<file path="src/rtl/sync_pkg.sv">
// rtl/sync_pkg.sv - shared defaults and helpers for input synchronizer/debounce blocks
package sync_pkg;

    localparam int SYNC_STAGES_DEF = 2;
    localparam int DEBOUNCE_DEF    = 16;

    // Counter width able to hold 0..n, never narrower than one bit
    function automatic int cnt_width(input int n);
        int w;
        w = $clog2(n + 1);
        return (w < 1) ? 1 : w;
    endfunction

endpackage

</file>
<file path="src/rtl/sync_debounce_ch.sv">
// rtl/sync_debounce_ch.sv - one channel: sync chain, debounce counter, edge pulses
module sync_debounce_ch
    import sync_pkg::*;
#(
    parameter int   STAGES          = SYNC_STAGES_DEF,
    parameter int   DEBOUNCE_CYCLES = DEBOUNCE_DEF,
    parameter logic RESET_VAL       = 1'b0
) (
    input  logic clk,
    input  logic rst,
    input  logic raw,
    output logic level,
    output logic rise,
    output logic fall
);

    localparam int             CW       = cnt_width(DEBOUNCE_CYCLES);
    localparam logic [CW-1:0]  CNT_LAST = CW'(DEBOUNCE_CYCLES - 1);

    (* ASYNC_REG = "TRUE" *) logic [STAGES-1:0] sync_q;
    logic          s;
    logic [CW-1:0] cnt;

    assign s = sync_q[STAGES-1];

    // Shift the raw pin through the metastability chain
    always_ff @(posedge clk or posedge rst) begin
        if (rst) begin
            sync_q <= {STAGES{RESET_VAL}};
        end else begin
            sync_q <= {sync_q[STAGES-2:0], raw};
        end
    end

    // Accept a new level only after it has disagreed with the current one for
    // DEBOUNCE_CYCLES consecutive edges; any agreement restarts the count
    always_ff @(posedge clk or posedge rst) begin
        if (rst) begin
            level <= RESET_VAL;
            cnt   <= '0;
            rise  <= 1'b0;
            fall  <= 1'b0;
        end else begin
            rise <= 1'b0;
            fall <= 1'b0;
            if (s == level) begin
                cnt <= '0;
            end else if (cnt == CNT_LAST) begin
                level <= s;
                cnt   <= '0;
                rise  <= s;
                fall  <= ~s;
            end else begin
                cnt <= cnt + CW'(1);
            end
        end
    end

endmodule

</file>
<file path="src/rtl/multi_sync_debounce.sv">
// rtl/multi_sync_debounce.sv - WIDTH independent synchronized, debounced inputs
module multi_sync_debounce
    import sync_pkg::*;
#(
    parameter int   WIDTH           = 4,
    parameter int   STAGES          = SYNC_STAGES_DEF,
    parameter int   DEBOUNCE_CYCLES = DEBOUNCE_DEF,
    parameter logic RESET_VAL       = 1'b0
) (
    input  logic             clk,
    input  logic             rst,
    input  logic [WIDTH-1:0] indata,
    output logic [WIDTH-1:0] outdata,
    output logic [WIDTH-1:0] rise,
    output logic [WIDTH-1:0] fall
);

    if (WIDTH < 1) begin : g_bad_width
        $error("multi_sync_debounce: WIDTH must be >= 1");
    end
    if (STAGES < 2) begin : g_bad_stages
        $error("multi_sync_debounce: STAGES must be >= 2");
    end
    if (DEBOUNCE_CYCLES < 1) begin : g_bad_debounce
        $error("multi_sync_debounce: DEBOUNCE_CYCLES must be >= 1");
    end

    for (genvar i = 0; i < WIDTH; i++) begin : g_ch
        sync_debounce_ch #(
            .STAGES          (STAGES),
            .DEBOUNCE_CYCLES (DEBOUNCE_CYCLES),
            .RESET_VAL       (RESET_VAL)
        ) u_ch (
            .clk   (clk),
            .rst   (rst),
            .raw   (indata[i]),
            .level (outdata[i]),
            .rise  (rise[i]),
            .fall  (fall[i])
        );
    end

endmodule

</file>
<file path="config.mk">
export PLATFORM = sky130hd
export DESIGN_NAME = multi_sync_debounce
export DESIGN_NICKNAME = d
export VERILOG_FILES = /design/src/rtl/sync_pkg.sv /design/src/rtl/sync_debounce_ch.sv /design/src/rtl/multi_sync_debounce.sv
export SDC_FILE = /design/constraint.sdc
export NUM_CORES = 1
export LEC_CHECK = 0
export CORE_ASPECT_RATIO = 0.7
export CORE_UTILIZATION = 30
export DETAILED_ROUTE_END_ITERATION = 6
export SYNTH_ARGS = -nofsm -noshare
export SYNTH_HDL_FRONTEND = slang
export SYNTH_HIERARCHICAL = 1
export SYNTH_SLANG_ARGS = --single-unit
</file>
<file path="constraint.sdc">
create_clock -name clk -period 2.5 [get_ports clk]
set_input_delay 0.625 -clock clk [delete_from_list [all_inputs] [get_ports clk]]
set_output_delay 0.625 -clock clk [all_outputs]
set_load 0.01 [all_outputs]
</file>
; After elaboration in Yosys (flattened, before gate mapping)
; Cells that the tools add are included.
[word_totals]
regBits = 40
in_bits = 6
word_cells = 68
[classes]
addsub = 4
n_eq_ne = 8
muxes = 24
bitwise = 8
n_reduce_logical = 4
[ops]
columns = cell, n
row1 = $mux 5, 8
row2 = $add 5x1->5 const B, 4
row3 = $eq 5x4->1 const B, 4
row4 = $mux 1, 16
row5 = $not 1->1, 8
row6 = $reduce_and 2->1, 4
row7 = $eq 1x1->1, 4

; Depth between registers and ports, before layout
[depth]
depth_word = 3
ltp_mapped = 4

; Hierarchy
; The synthesis kept the hierarchy.
[by_module_without_submodules]
columns = module, n_inst, cells_each, area_each_um2, seq_area_each_um2
row1 = sync_debounce_ch, 4, 27, 386.6, 250.2

; Worst setup path after synthesis
; OpenSTA, ideal clock, no wires.
[synth_timing]
kind = reg-to-reg
start = register g_ch[0].u_ch.cnt[0]
end = register g_ch[0].u_ch.level
arrival_ns = 1.033
required_time_ns = 2.375
slack_ns = 1.342
stages_incl_launch_ff = 4
path_buffers = 0
synth_period_minus_slack_ns = 1.158
path_cell_list = dfrtp_1 > ha_1 > nand4b_4 > mux2_4
[synth_between]
elab_chain_len = 2
[synth_lines]
columns = item, line
row1 = start: declaration, sync_debounce_ch.sv:22  ; logic [CW-1:0] cnt;
row2 = start signal: assignment, sync_debounce_ch.sv:54  ; cnt <= cnt + CW'(1);
row3 = $eq 5x4->1, sync_debounce_ch.sv:48  ; end else if (cnt == CNT_LAST) begin
row4 = $reduce_and 2->1 (no source line), -
row5 = end signal: assignment, sync_debounce_ch.sv:49  ; level <= s;
row6 = end: declaration, sync_debounce_ch.sv:12  ; output logic level,
; Every way passes these cells.
; A chain may end at the register's enable or synchronous reset.

; Final worst setup path
[layout_timing]
start = register g_ch[2].u_ch.level
end = output port outdata[2]
[layout_lines]
columns = item, line
row1 = start: declaration, sync_debounce_ch.sv:12
row2 = start signal: assignment, sync_debounce_ch.sv:49
row3 = end: declaration, multi_sync_debounce.sv:13  ; output logic [WIDTH-1:0] outdata,
; No word-level cell between the ends.

==> metrics <==
run status=complete, no violations; Largest stage delay, worst path=about 0.56 ns; worst-margin pin slew=0.3851 ns; Cells after DPL=between 150 and 200; synth unique cells=13; Final setup viols=0; # diodes=0; FILL cells=464; worst-skew pair later-pin latency=between 0.2 and 0.3 ns; share of cells above drive strength 1=between 10 and 15%; Arrival @ worst endpoint=approximately 1.3 ns; count leader, synth=dfrtp_1; Core Region=approximately 4900 µm²; Syn Area/Cell=~14 µm²; Slew HR=roughly 74%; main combinational cell family by area after synthesis=simple AND/OR/NAND/NOR gates; simple-gate portion of the synthesized area=between 10% and 20%; RSZ-0062 raised after global routing=no; Compound-Gate Fraction of Synth Area=about 1.6%; Worst R2R Start=g_ch[1].u_ch/cnt[0]; global-route wire length before repair=3.974 mm; post-cts sizing count=0; P_leak=~1.0 nW; syn_nets=~120; buffers added on ports=17; Cell Count, Final, Fillers Out=201; antenna-violating nets left=0; Die ar.=approximately 5500 µm²; First DRT Iteration DRCs=55; Clock Skew=around 0.0041 ns; multi-input logic area=~530 µm²; WL/cell=11.36 µm; final hold vios=0; Pwr Density=605.6 nW/µm²; die span in y=approximately 62 µm; Final HPWL DP=1.725 mm; cell-internal power=between 800 and 900 µW; number of global-route vias before repair=just under 900; HP Class=reg -> reg; Slowest-stage cell, CP=clkdlybuf4s50_1; CP Max Fanout=5; deepest clock path buffer count=2; largest cells by area after synthesis=dfrtp_1, xor2_1, nand4b_4; fin crit share=75.60%; drt first pass iters=4; Overflow after GRT=0; Post-synth EDFFs=0; top_reg_cell synth=dfrtp_1; DRC=0; P_sw=254.7 µW; critical path class=reg -> out; sequential share of the synthesized area=about two thirds; CTS root buffer=clkbuf_8; combinational fraction of design power=4.9%; # Post-CTS Setup Buffers=0; GRT Total Usage=roughly a tenth; fin crit period=1.890 ns; count of pins over their slew limit=0; largest net degree at the start of global routing=12; Required @ worst endpoint=1.88 ns; mux cell area share after synthesis=3.883%; Top Family by Delay on Critical Path=buffers and inverters; Switching Fraction=around 22%; Post-Route WL=around 2.3 mm; Initial Util=31.81%; num rows=21; Worst setup startpoint=g_ch[2].u_ch/level; ys async rst share=100.0%; worst hold start=g_ch[2].u_ch/sync_q[0]; critical path launch point type=flip-flop; worst vdd ir=0.2532 mV; Synth Instances=108; routed vias/inst=4.358; crit path cell chain=clkdlybuf4s50_1; total number of yosys warnings=6; Max Cap Viol=0; initial antenna violation count=0; clock share of power=approximately 35%; CTS tree=done; Bufs and invs on worst path=1; CTS Hold Bufs=0; sequential share of power=approximately 60%; register area=roughly 1000 µm²; vias=just under 900; commonest cells in the netlist=dfrtp_1, xor2_1, nand2_1, nor2_1, nor3b_1; Critical Path End Type=output pin; H-tree Lvls=2; top cell type's share of synthesized area=around two thirds; CTS Sinks=40; XOR/XNOR share of the synthesized area=under 10%; Syn-to-layout area delta=21.60%; Mapped Area=~1500 µm²; post-synth top area cell=dfrtp_1; synthesis-stage register bit count=40; setup TNS=0 ns; highest clock rate=~0.53 GHz; clock-pin slew on the worst setup and hold paths=roughly 0.070 ns; Top Ports=18; Placer Congestion=approximately 0.65; adder-cell share of the synthesized area=3.236%; Final Net Count=between 100 and 150; total CTS buffers=5; Die X=about 88 µm
[metal layers]
layer  vias up  track usage [%]  routed length [µm]  share of wire [%]
met5         -                0                   0                  0
met4         0            6.323                  54                2.4
met3         7            4.359                 138                6.0
met2        21            16.28                 995                 44
met1       439            11.11                1095                 48
li1        409                -                   -                  -
[per-stage QoR]
| stage | utilization (%) | instance area (µm²) | worst slack (ns) | hold WS, ns | power (mW) |
|---|---|---|---|---|---|
| 3_5_place_dp | 37.09 | 1803 | 0.9032 | 0.3362 | 0.7601 |
| 3_3_place_gp | 37.09 | 1803 | 0.9383 | 0.3347 | 0.7558 |
| 6_report | 38.69 | 1881 | 0.6099 | 0.3497 | 1.139 |
| 5_1_grt | 38.69 | 1881 | 0.5409 | 0.3609 | 1.199 |
| 4_1_cts | 38.69 | 1881 | 0.5897 | 0.3532 | 1.167 |
| 2_1_floorplan | - | 1546 | 1.342 | 0.3312 | 0.7367 |
[worst reg2reg max path, delay by kind of cell, from the launching register on]
family                     cells  cell delay, ns
muxes                          1            0.32
and+or+nand+nor                1            0.16
adders and majority gates      1            0.27
DFF                            1            0.38
[power by group through the flow]
| stage | logic (mW) | clock network, mW | registers (mW) |
|---|---|---|---|
| final | 0.0562 | 0.394 | 0.689 |
| after global routing | 0.0657 | 0.441 | 0.692 |
| after CTS | 0.0587 | 0.419 | 0.689 |
| after detailed placement | 0.0586 | 0 | 0.701 |
| after global placement | 0.0559 | 0 | 0.700 |
| after floorplan | 0.0396 | 0 | 0.697 |
[cell usage in the layout (no fill, tap or decap), drive strengths merged]
cell type	instances
nand4b	4
clkdlybuf4s50	17
clkinv	1
nand2	8
a31oi	4
inv	4
nand3	4
ha	4
clkbuf	6
and2	4
xor2	12
dfrtp	40
nor3b	8
mux2	4
nor2	8
and3	4
[sequential cells by signal, summed over array words and instances (netlist names)]
name and flops:
g_ch.u_ch/level 4, g_ch.u_ch/sync_q 8, g_ch.u_ch/fall 4, g_ch.u_ch/rise 4, g_ch.u_ch/cnt 20
[kinds of logic after synthesis]
| logic type | count (synthesis) |
|---|---|
| simple gates | 40 |
| fa+ha+maj | 4 |
| xor+xnor | 12 |
| buf+inv | 4 |
| compound gates | 4 |
| flops | 40 |
| mux | 4 |
[final cells by class]
type	count	share of cell area, %
clock inverters	1	0.2661
clock buffers	6	3.859
repair buffers	17	9.049
flip-flops and latches	40	53.23
well taps	69	4.591
inverters	4	0.7984
multi-input cells	64	28.21
[worst paths after layout]
| kind | depth (start not counted) | slack (ns) | to |
|---|---|---|---|
| setup / recovery | 1 | 0.61 | outdata[2] |
| hold / removal | 0 | 0.35 | g_ch[2].u_ch/sync_q[1] |
| setup reg to reg | 3 | 1.25 | g_ch[1].u_ch/level |
| hold reg to reg | 0 | 0.35 | g_ch[2].u_ch/sync_q[1] |
| max in group asynchronous | 2 | 1.49 | g_ch[3].u_ch/sync_q[1] |
| min in group asynchronous | 2 | 0.72 | g_ch[2].u_ch/cnt[4] |
No activity file was read; power rests on OpenSTA's default activity.
